===== src/rtl/mem_wb_stage_pkg.sv =====
// rtl/mem_wb_stage_pkg.sv - shared encodings, state enum and helpers for the mem/writeback stages
package mem_wb_stage_pkg;

  localparam logic [4:0] ZERO_REG_ADDR = 5'd0;

  // RV32I load funct3 encodings
  localparam logic [2:0] F3_LB  = 3'b000;
  localparam logic [2:0] F3_LH  = 3'b001;
  localparam logic [2:0] F3_LW  = 3'b010;
  localparam logic [2:0] F3_LBU = 3'b100;
  localparam logic [2:0] F3_LHU = 3'b101;

  // RV32I store funct3 encodings
  localparam logic [2:0] F3_SB  = 3'b000;
  localparam logic [2:0] F3_SH  = 3'b001;
  localparam logic [2:0] F3_SW  = 3'b010;

  typedef enum logic [1:0] {
    S_EMPTY = 2'd0,
    S_ALU   = 2'd1,
    S_MEM   = 2'd2
  } mem_state_e;

  // Halfword accesses need addr[0]==0, word accesses need addr[1:0]==0.
  // The low two funct3 bits give the access size for both loads and stores.
  function automatic logic is_misaligned(input logic [2:0] funct3, input logic [1:0] addr_lo);
    case (funct3[1:0])
      2'b01:   is_misaligned = addr_lo[0];
      2'b10:   is_misaligned = (addr_lo != 2'b00);
      default: is_misaligned = 1'b0;
    endcase
  endfunction

endpackage


===== src/rtl/mem_wb_stage_lsu_align.sv =====
// rtl/mem_wb_stage_lsu_align.sv - combinational load extract/extend and store replicate/strobe
module lsu_align
  import mem_wb_stage_pkg::*;
(
  input  logic [2:0]  funct3,
  input  logic [1:0]  addr_lo,
  input  logic [31:0] rdata,
  input  logic [31:0] store_data,
  output logic [31:0] load_data,
  output logic [31:0] wdata,
  output logic [3:0]  wstrb
);

  logic [7:0]  lane_byte;
  logic [15:0] lane_half;

  // Pick the addressed byte/half out of the read word, then extend per funct3
  always_comb begin
    lane_byte = rdata[7:0];
    case (addr_lo)
      2'd0: lane_byte = rdata[7:0];
      2'd1: lane_byte = rdata[15:8];
      2'd2: lane_byte = rdata[23:16];
      2'd3: lane_byte = rdata[31:24];
      default: lane_byte = rdata[7:0];
    endcase
    lane_half = addr_lo[1] ? rdata[31:16] : rdata[15:0];
    case (funct3)
      F3_LB:   load_data = {{24{lane_byte[7]}}, lane_byte};
      F3_LH:   load_data = {{16{lane_half[15]}}, lane_half};
      F3_LW:   load_data = rdata;
      F3_LBU:  load_data = {24'd0, lane_byte};
      F3_LHU:  load_data = {16'd0, lane_half};
      default: load_data = rdata;
    endcase
  end

  // Replicate store data across all lanes; strobes select the lanes actually written
  always_comb begin
    case (funct3)
      F3_SB: begin
        wdata = {4{store_data[7:0]}};
        wstrb = 4'b0001 << addr_lo;
      end
      F3_SH: begin
        wdata = {2{store_data[15:0]}};
        wstrb = 4'b0011 << {addr_lo[1], 1'b0};
      end
      F3_SW: begin
        wdata = store_data;
        wstrb = 4'b1111;
      end
      default: begin
        wdata = store_data;
        wstrb = 4'b1111;
      end
    endcase
  end

endmodule


===== src/rtl/mem_wb_stage.sv =====
// rtl/mem_wb_stage.sv - RV32I stage-4/5 pipeline registers, data bus master, forwarding sources (option: MEM_MISALIGN_TRAP_EN)
module mem_wb_stage
  import mem_wb_stage_pkg::*;
#(
  parameter int XLEN = 32
) (
  input  logic            clk,
  input  logic            rst,
  input  logic            alu_en,
  input  logic [4:0]      alu_rd,
  input  logic            alu_rd_w_en_in,
  input  logic [XLEN-1:0] alu_result,
  input  logic [XLEN-1:0] alu_store_data,
  input  logic            alu_is_load,
  input  logic            alu_is_store,
  input  logic [2:0]      alu_funct3,
  output logic            mem_stall,
  output logic            mem_en,
  output logic [4:0]      s4_rd,
  output logic            s4_rd_w_en,
  output logic            s4_rd_valid,
  output logic [XLEN-1:0] s4_rd_data,
  output logic            writeback_en,
  output logic [4:0]      s5_rd,
  output logic            s5_rd_w_en,
  output logic [XLEN-1:0] writeback_rd_data,
  output logic            dmem_req,
  output logic            dmem_we,
  output logic [XLEN-1:0] dmem_addr,
  output logic [XLEN-1:0] dmem_wdata,
  output logic [3:0]      dmem_wstrb,
  input  logic            dmem_ack,
  input  logic [XLEN-1:0] dmem_rdata
`ifdef MEM_MISALIGN_TRAP_EN
  ,
  output logic            mem_misaligned,
  output logic [XLEN-1:0] mem_bad_addr
`endif
);

  mem_state_e state, state_nxt;

  logic [4:0]      s4_rd_q;
  logic            s4_w_en_q;
  logic            s4_load_q;
  logic            s4_store_q;
  logic [2:0]      s4_f3_q;
  logic [XLEN-1:0] s4_result_q;
  logic [XLEN-1:0] s4_sdata_q;

  logic            s5_w_en_q;
  logic            wb_en_q;
  logic [4:0]      s5_rd_q;
  logic [XLEN-1:0] wb_data_q;

  logic            s4_misal;
  logic            in_mem;
  logic            bus_active;
  logic            mem_done;
  logic            accept;
  logic            retire;

  logic [31:0]     load_data;
  logic [31:0]     align_wdata;
  logic [3:0]      align_wstrb;

`ifdef MEM_MISALIGN_TRAP_EN
  assign s4_misal = (s4_load_q || s4_store_q) && is_misaligned(s4_f3_q, s4_result_q[1:0]);
`else
  assign s4_misal = 1'b0;
`endif

  // A misaligned access never reaches the bus and completes without an ack
  assign in_mem     = (state == S_MEM);
  assign bus_active = in_mem && !s4_misal;
  assign mem_done   = in_mem && (s4_misal || dmem_ack);
  assign mem_stall  = in_mem && !mem_done;
  assign accept     = alu_en && !mem_stall;
  assign retire     = (state == S_ALU) || mem_done;

  lsu_align u_lsu_align (
    .funct3     (s4_f3_q),
    .addr_lo    (s4_result_q[1:0]),
    .rdata      (dmem_rdata),
    .store_data (s4_sdata_q),
    .load_data  (load_data),
    .wdata      (align_wdata),
    .wstrb      (align_wstrb)
  );

  // Stage-4 occupancy state register
  always_ff @(posedge clk or posedge rst) begin
    if (rst) state <= S_EMPTY;
    else     state <= state_nxt;
  end

  // Next state: a new instruction wins; otherwise drain once stage 4 retires
  always_comb begin
    state_nxt = state;
    if (accept) begin
      state_nxt = (alu_is_load || alu_is_store) ? S_MEM : S_ALU;
    end else if (retire) begin
      state_nxt = S_EMPTY;
    end
  end

  // Stage-4 pipeline register, loaded only on accept so it holds during a stall
  always_ff @(posedge clk or posedge rst) begin
    if (rst) begin
      s4_rd_q     <= '0;
      s4_w_en_q   <= 1'b0;
      s4_load_q   <= 1'b0;
      s4_store_q  <= 1'b0;
      s4_f3_q     <= '0;
      s4_result_q <= '0;
      s4_sdata_q  <= '0;
    end else if (accept) begin
      s4_rd_q     <= alu_rd;
      s4_w_en_q   <= alu_rd_w_en_in;
      s4_load_q   <= alu_is_load;
      s4_store_q  <= alu_is_store;
      s4_f3_q     <= alu_funct3;
      s4_result_q <= alu_result;
      s4_sdata_q  <= alu_store_data;
    end
  end

  // Stage-5 register: single-cycle occupancy, a bubble whenever stage 4 does not retire
  always_ff @(posedge clk or posedge rst) begin
    if (rst) begin
      wb_en_q   <= 1'b0;
      s5_w_en_q <= 1'b0;
      s5_rd_q   <= '0;
      wb_data_q <= '0;
    end else begin
      wb_en_q <= retire;
      if (retire) begin
        s5_rd_q   <= s4_rd_q;
        s5_w_en_q <= s4_w_en_q && !s4_store_q && !s4_misal && (s4_rd_q != ZERO_REG_ADDR);
        wb_data_q <= s4_load_q ? load_data : s4_result_q;
      end else begin
        s5_w_en_q <= 1'b0;
      end
    end
  end

`ifdef MEM_MISALIGN_TRAP_EN
  // Trap flag pulses with the retiring instruction; the faulting address is kept until the next trap
  always_ff @(posedge clk or posedge rst) begin
    if (rst) begin
      mem_misaligned <= 1'b0;
      mem_bad_addr   <= '0;
    end else begin
      mem_misaligned <= retire && s4_misal;
      if (retire && s4_misal) mem_bad_addr <= s4_result_q;
    end
  end
`endif

  assign mem_en      = (state != S_EMPTY);
  assign s4_rd       = s4_rd_q;
  assign s4_rd_w_en  = mem_en && s4_w_en_q && !s4_store_q;
  assign s4_rd_valid = mem_en && !s4_load_q;
  assign s4_rd_data  = s4_result_q;

  assign writeback_en      = wb_en_q;
  assign s5_rd             = s5_rd_q;
  assign s5_rd_w_en        = s5_w_en_q;
  assign writeback_rd_data = wb_data_q;

  assign dmem_req   = bus_active;
  assign dmem_we    = bus_active && s4_store_q;
  assign dmem_addr  = bus_active ? {s4_result_q[XLEN-1:2], 2'b00} : '0;
  assign dmem_wdata = (bus_active && s4_store_q) ? align_wdata : '0;
  assign dmem_wstrb = (bus_active && s4_store_q) ? align_wstrb : 4'b0000;

endmodule


===== config.mk =====
export PLATFORM = sky130hd
export DESIGN_NAME = mem_wb_stage
export DESIGN_NICKNAME = d
export VERILOG_FILES = /design/src/rtl/mem_wb_stage_pkg.sv /design/src/rtl/mem_wb_stage_lsu_align.sv /design/src/rtl/mem_wb_stage.sv
export SDC_FILE = /design/constraint.sdc
export NUM_CORES = 1
export LEC_CHECK = 0
export BUFFER_PORTS_ARGS = -buffer_cell sky130_fd_sc_hd__buf_4
export CAP_MARGIN = 20
export CORE_MARGIN = 2
export CORE_UTILIZATION = 49
export CTS_CLUSTER_SIZE = 24
export DETAILED_ROUTE_END_ITERATION = 16
export PLACE_DENSITY = 0.87
export SLEW_MARGIN = 30
export SYNTH_ARGS = -nofsm -noshare
export SYNTH_HDL_FRONTEND = slang
export SYNTH_HIERARCHICAL = 1
export SYNTH_SLANG_ARGS = --single-unit

===== constraint.sdc =====
create_clock -name clk -period 4.2 [get_ports clk]
set_clock_uncertainty 0.2 [all_clocks]
set_input_delay 0.21 -clock clk [delete_from_list [all_inputs] [get_ports clk]]
set_output_delay 0.21 -clock clk [all_outputs]
set_load 0.05 [all_outputs]

==> reports/results.ini, run 1 <==
[global_routing]
overflow=0
grt_pass1_wl_um=34100
grt_pass1_vias=6202
grt_use_total_pct=31.3
grt_max_degree=63
antenna_found_initial=0

[clock_tree]
cts_tree=yes
cts-root-buf=clkbuf_16
insertion_delay_ns=0.41
htree_num_levels=4
numCtsBuffers=17
clockBufferDepth=2
clk_pin_slew_worst_paths_ns=0.05
post-cts-setup-buffer-count=0
cts_sinks=116

[logic_synthesis]
yosys_warnings=6
synth-async-reset-ratio_pct=100
synth_area_leaders=dfrtp_1, mux2_2, mux2_1, and3_1, and2_1
yosys.cell_types.count=40
synth_commonest_cells=dfrtp_1, mux2_2, mux2_1
synth_simple_gate_area_share_pct=12.2
synth_edf_count=0
synth_most_common_cell=dfrtp_1
synth_area_per_cell_um2=11.5
ys_ff_latch=116
ys.flop_type=dfrtp_1
synth_xor_area_share_pct=0
synth_top_family_by_area=multiplexers
yosys.area.top_type_share_pct=45.3
synthMuxAreaShare_pct=31.3
yosysTopAreaCell=dfrtp_1
synth_compound_area_share_pct=5.48
synth-adder-area-share_pct=0
seq_area_frac_synth_pct=45.3
netlist_area_mm2=0.00641
synth_cells=560

[detailed_routing]
ant_nets=0
drt-total-wl_um=21700
drt_first_iter_violations=346
drcViolationCount=0
routedWlPerCell_um=20.6
firstDrtPassIters=5
vias=5765
drt-vias-per-instance=5.46

[worst_setup_path]
crit_fanout=40
start_kind=register
crit_required_ns=3.79
arrival_ns=2.54
critical_path_class=reg -> out
r2r_setup_slack_ns=1.39
worst_setup_path_end_kind=output pin

[place]
port_buffers=258
place_congestion=0.873
dp_hpwl_um=14000
dp_slack_ns=1.57

[job]
maxCapViolCount=0

[floorplanning]
core_area_mm2=0.0127
die_area_mm2=0.0140
dieWidth_um=118
rows=41
start_util_pct=50.4
die_h_um=118
io_pins=261

[sta]
clock.fmax_ghz=0.339
slew_headroom_pct=38.9
finalSetupViolCount=0
period_needed_ns=2.95
maxSlewViolCount=0
rsz0062_at_grt=false
tns_ns=0
tightestPinTransition_ns=0.917
worst_slack_ns=1.25
hold_viol_final=0
period_share_pct=70.2
holdWs_ns=0.0380

[power]
ir_drop_uv=359
power.leakage_uw=0.00471
power_density_mw_per_mm2=591

[finish]
fin_nets=985
multi_input_area_mm2=0.00318
fillers=793
regArea_mm2=0.00290
num_antenna_cells=0
final_layout_size_suffix_gt1_share_pct=46.7
syn_to_final_growth_pct=51.5

[min_path]
hold_class=in -> reg

[status]
status=completed

==> registers in the layout, summed over array words and instances (netlist names) <==
register and count:
s4_f3_q 3, s4_load_q 1, s4_rd 5, s4_rd_data 32, s4_sdata_q 32, s4_store_q 1
s4_w_en_q 1, s5_rd 5, s5_rd_w_en 1, state 2, writeback_en 1, writeback_rd_data 32
==> cells in the final DEF (no fill, tap or decap), types with 2 or more instances in the layout <==
cell type / n
conb_1: 2
o21ai_1: 3
inv_2: 2
nor3_1: 5
mux2_1: 60
clkinv_2: 3
clkbuf_1: 3
a22oi_1: 5
dlygate4sd3_1: 78
buf_8: 2
a2bb2oi_1: 3
nand2b_1: 2
buf_4: 265
inv_1: 5
nand2_1: 43
mux2_2: 106
and3_1: 36
a22o_1: 4
a21oi_1: 18
clkbuf_16: 17
clkbuf_8: 4
mux2i_1: 13
nor2_1: 21
dfrtp_1: 115
o21ai_0: 13
and2_1: 31
or3_1: 2
bufinv_16: 2
nor2b_1: 2
==> worst max-delay path: stages (launching register included) <==
cell and delay (ns):
dfrtp_1 0.37, buf_4 0.26, nor3_2 0.70, mux2_2 0.42, and3_1 0.18, buf_4 0.20
==> path summary, 6_finish.rpt <==
path / start / end / cells after the start
hold reg to reg: s5_rd[4] / s5_rd[4] / 1
setup / recovery: s4_f3_q[1] / dmem_wdata[14] / 5
setup reg to reg: s4_rd_data[1] / writeback_rd_data[19] / 6
max in group asynchronous: rst / writeback_rd_data[2] / 4
min in group asynchronous: rst / s4_sdata_q[27] / 3
hold / removal: dmem_ack / state[0] / 3
==> where the power goes <==
group | internal, uW | switching [uW] | leakage, uW
clock network | 922 | 485 | 0.000282
logic | 959 | 1710 | 0.00306
registers | 1400 | 261 | 0.00137
total | 3280 | 2460 | 0.00471
==> repair_timing <==
action / 4_1_cts / 5_1_grt
hold buffers: 78 / 0
endpoints found under the hold margin: 130 / 0
resized for setup: 0 / 0
==> stage by stage <==
step	power (uW)	cell area [um2]	std cells	util (%)
final	5740	9720	1056	76.4
after global routing	5940	9720	1056	76.4
after CTS	5720	9710	1056	76.4
after detailed placement	4240	8370	949	65.8
after global placement	4170	8340	947	65.5
after floorplan	3430	6420	561	-
==> area by class of cell <==
type	instances	area share, %
repair buffers	346	29.0
clock buffers	24	5.06
multi-input cells	385	32.7
clock inverters	5	0.773
well taps	172	2.22
inverters	8	0.335
flip-flops and latches	116	29.9
==> cells by family after synthesis <==
family | after synthesis
compound gates | 52
buf+inv | 60
flops | 116
mux | 180
other cells | 1
simple gates | 151
==> routing by layer <==
layer | track usage (%) | vias to the layer above | wire [um] | share of wire (%)
li1 | - | 2587 | - | -
met1 | 35.3 | 2819 | 8150 | 38
met2 | 56.1 | 305 | 11300 | 52
met3 | 7.82 | 54 | 1550 | 7.2
met4 | 12.9 | 0 | 754 | 3.5
met5 | 0 | - | 0 | 0
Power figures use the tool's default switching activity.
==> run 2, diff against run 1 <==
--- a/config.mk
+++ b/config.mk
@@ -5,13 +5,14 @@
 export SDC_FILE = /design/constraint.sdc
 export NUM_CORES = 1
 export LEC_CHECK = 0
+export ABC_AREA = 1
 export BUFFER_PORTS_ARGS = -buffer_cell sky130_fd_sc_hd__buf_4
 export CAP_MARGIN = 20
 export CORE_MARGIN = 2
-export CORE_UTILIZATION = 49
+export CORE_UTILIZATION = 45
 export CTS_CLUSTER_SIZE = 24
 export DETAILED_ROUTE_END_ITERATION = 16
-export PLACE_DENSITY = 0.87
+export PLACE_DENSITY = 0.84
 export SLEW_MARGIN = 30
 export SYNTH_ARGS = -nofsm -noshare
 export SYNTH_HDL_FRONTEND = slang
==> constraint.sdc (replaced) <==
create_clock -name clk -period 2.5 [get_ports clk]
set_clock_uncertainty 0.2 [all_clocks]
set_input_delay 0.125 -clock clk [delete_from_list [all_inputs] [get_ports clk]]
set_output_delay 0.125 -clock clk [all_outputs]
set_load 0.05 [all_outputs]
==> run 2 against run 1 <==
Global-route usage grew 0.085 points. Routed wire length increased by 16%. Worst hold slack got worse by 0.029 ns. Critical path type unchanged. Critical endpoint is now dmem_wdata[31].
==> reports/results.ini, run 2 <==
[sta]
rsz0062_at_grt=false
tns_ns=0  ; unchanged
maxSlewViolCount=0  ; unchanged
period_needed_ns=2.42
clock.fmax_ghz=0.414
tightestPinTransition_ns=0.797  ; -0.121 ns
period_share_pct=96.7
holdWs_ns=0.00884  ; -0.0292 ns
hold_viol_final=0  ; unchanged
slew_headroom_pct=46.9  ; +8.0 points
finalSetupViolCount=0  ; unchanged

[logic_synthesis]
synth_most_common_cell=nand2_1
yosys.area.top_type_share_pct=44.4  ; -0.82 points
synth_area_leaders=dfrtp_1, nand2_1, nand3_1, inv_1, nor2_1
seq_area_frac_synth_pct=44.4  ; -0.82 points
synth_area_per_cell_um2=6.94  ; -39%
ys_ff_latch=116  ; unchanged
netlist_area_mm2=0.00653  ; +1.9%
ys.flop_type=dfrtp_1
synth_commonest_cells=nand2_1, nand3_1, dfrtp_1
yosysTopAreaCell=dfrtp_1
yosys.cell_types.count=23  ; -43%
synth_edf_count=0  ; unchanged
synth-async-reset-ratio_pct=100  ; unchanged
yosys_warnings=6  ; unchanged
synth_cells=942  ; +68%

[power]
power_density_mw_per_mm2=909  ; +54%
clock_power_share_pct=29.9  ; +5.4 points
p_seq_share_pct=28.2  ; -0.7 points
total_power_uw=9220  ; +61%
power_frac_comb_pct=41.9  ; -4.7 points
power.leakage_uw=0.00558  ; +18%
ir_drop_uv=462  ; +29%
p_int_uw=5330  ; +63%
p_switching_uw=3890  ; +58%
swShare_pct=42.2  ; -0.68 points

[finish]
fillers=1099  ; +39%
final_layout_size_suffix_gt1_share_pct=26.4  ; -20 points
syn_to_final_growth_pct=55.3
final_common_cell=nand2_1
fin_nets=1374  ; +39%
layout_common_cells=nand2_1, buf_4, nand3_1

[detailed_routing]
drcViolationCount=0  ; unchanged
drt-total-wl_um=25200  ; +16%
vias=7836  ; +36%
ant_nets=0  ; unchanged
drt_first_iter_violations=1022  ; +200%
firstDrtPassIters=8  ; +3
drt-vias-per-instance=5.37  ; -1.7%
routedWlPerCell_um=17.2  ; -16%

[worst_setup_path]
crit_start=s4_f3_q[1]
crit_required_ns=2.17  ; -1.62 ns
worst_setup_path_end_kind=output pin
r2r-end=writeback_rd_data[23]
start_kind=register
arrival_ns=2.09  ; -0.45 ns
cp-endpoint=dmem_wdata[31]
critical_path_class=reg -> out
crit_fanout=32  ; -20%
r2r_setup_slack_ns=0.41  ; -0.98 ns
r2r_start=s4_rd_data[1]
worstRegToRegCells=11  ; +5

[clock_tree]
cts-root-buf=clkbuf_16
cts_tree=yes
htree_num_levels=4  ; unchanged
clk_pin_slew_worst_paths_ns=0.05  ; about the same
numCtsBuffers=17  ; unchanged
cts_sinks=116  ; unchanged
insertion_delay_ns=0.42  ; about the same
clockBufferDepth=2  ; unchanged

[floorplanning]
start_util_pct=45.5  ; -5.0 points
io_pins=261  ; unchanged
rows=44  ; +7.3%
dieWidth_um=124  ; +5.1%
die_area_mm2=0.0155  ; +11%
core_area_mm2=0.0144  ; +13%
die_h_um=124  ; +5.1%

[place]
port_buffers=258  ; unchanged
place_congestion=0.922  ; +5.7%
dp_hpwl_um=16000  ; +14%

[global_routing]
overflow=0  ; unchanged
grt_use_total_pct=31.3  ; +0.085 points
grt_pass1_vias=7399  ; +19%
antenna_found_initial=1  ; +1
grt_max_degree=117  ; +86%
grt_pass1_wl_um=38600  ; +13%

[status]
status=completed

[min_path]
hold_class=in -> reg

[job]
maxCapViolCount=0  ; unchanged

## run 2: logic make-up (layout without fill, tap and decap cells)
logic type / after synthesis / count (layout) / synth area share, %
buffers and inverters: 174 / 506 / 11.9
DFF: 116 / 116 / 44.4
other: 1 / 3 / 0.0574
AOI/OAI and AO/OA: 91 / 91 / 7.56
and+or+nand+nor: 552 / 552 / 34.6
muxes: 8 / 8 / 1.38
## run 2: area by class of cell
type	instances	area, um2	share of cell area (%)
clock inverters	9	173	1.70
inverters	103	399	3.93
repair buffers	371	3050	30.0
clock buffers	22	494	4.87
repair inverters	1	7.51	0.0740
diodes	1	2.50	0.0247
multi-input cells	653	2880	28.4
well taps	184	230	2.27
flip-flops and latches	116	2910	28.7
## run 2: worst min-delay path by stage
| stage | depth (start not counted) | to | slack (ns) | from |
|---|---|---|---|---|
| final | 7 | writeback_rd_data[8] | 0.009 | dmem_rdata[8] |
| after global routing | 3 | s4_w_en_q | 0.05 | alu_en |
| after CTS | 7 | writeback_rd_data[11] | 0.0002 | dmem_rdata[11] |
| after detailed placement | 3 | s4_sdata_q[11] | 0.16 | alu_store_data[11] |
| after global placement | 3 | s4_sdata_q[6] | 0.15 | alu_store_data[6] |
| after floorplan | 2 | s4_sdata_q[24] | 0.07 | alu_store_data[24] |
## run 2: repair_timing
action / 4_1_cts / 5_1_grt
endpoints found under the hold margin: 210 / 0
gates cloned: 0 / 2
pin swaps: 1 / 2
setup endpoints to repair: 10 / 46
buffers inserted: 0 / 4
resized for setup: 3 / 14
hold buffers: 93 / 0
## run 2: layer usage
layer,routed length [um],vias to the layer above,track usage [%],share of wire [%]
li1,-,3567,-,-
met3,2030,126,6.79,8.1
met4,1590,0,19.3,6.3
met1,9720,3642,39.3,39
met5,0,-,0,0
met2,11800,501,49.5,47
## run 2: critical path, cell delays in order, from the launching register on
cell      delay (ns)
dfrtp_1         0.43
buf_12          0.19
nor3_4          0.22
buf_6           0.18
nand2_1         0.10
o211ai_1        0.12
inv_1           0.07
nor2_1          0.13
buf_4           0.22
## run 2: power by group through the flow
stage / logic, uW / clock network [uW] / registers (uW)
after floorplan: 1620 / 0 / 3460
after global placement: 3590 / 0 / 2590
after detailed placement: 3630 / 0 / 2600
after CTS: 3770 / 2760 / 2580
after global routing: 4090 / 2850 / 2640
final: 3860 / 2760 / 2600
## run 2: through the flow
step                      std cells  worst slack (ns)  instance area (um2)  util, %
after floorplan                 943             0.165                 6540        -
after detailed placement       1329             0.373                 8440     58.8
after global placement         1329             0.413                 8440     58.8
final                          1460            0.0818                10100     70.6
after CTS                      1453            0.0148                10000     69.9
after global routing           1460           0.00648                10100     70.6
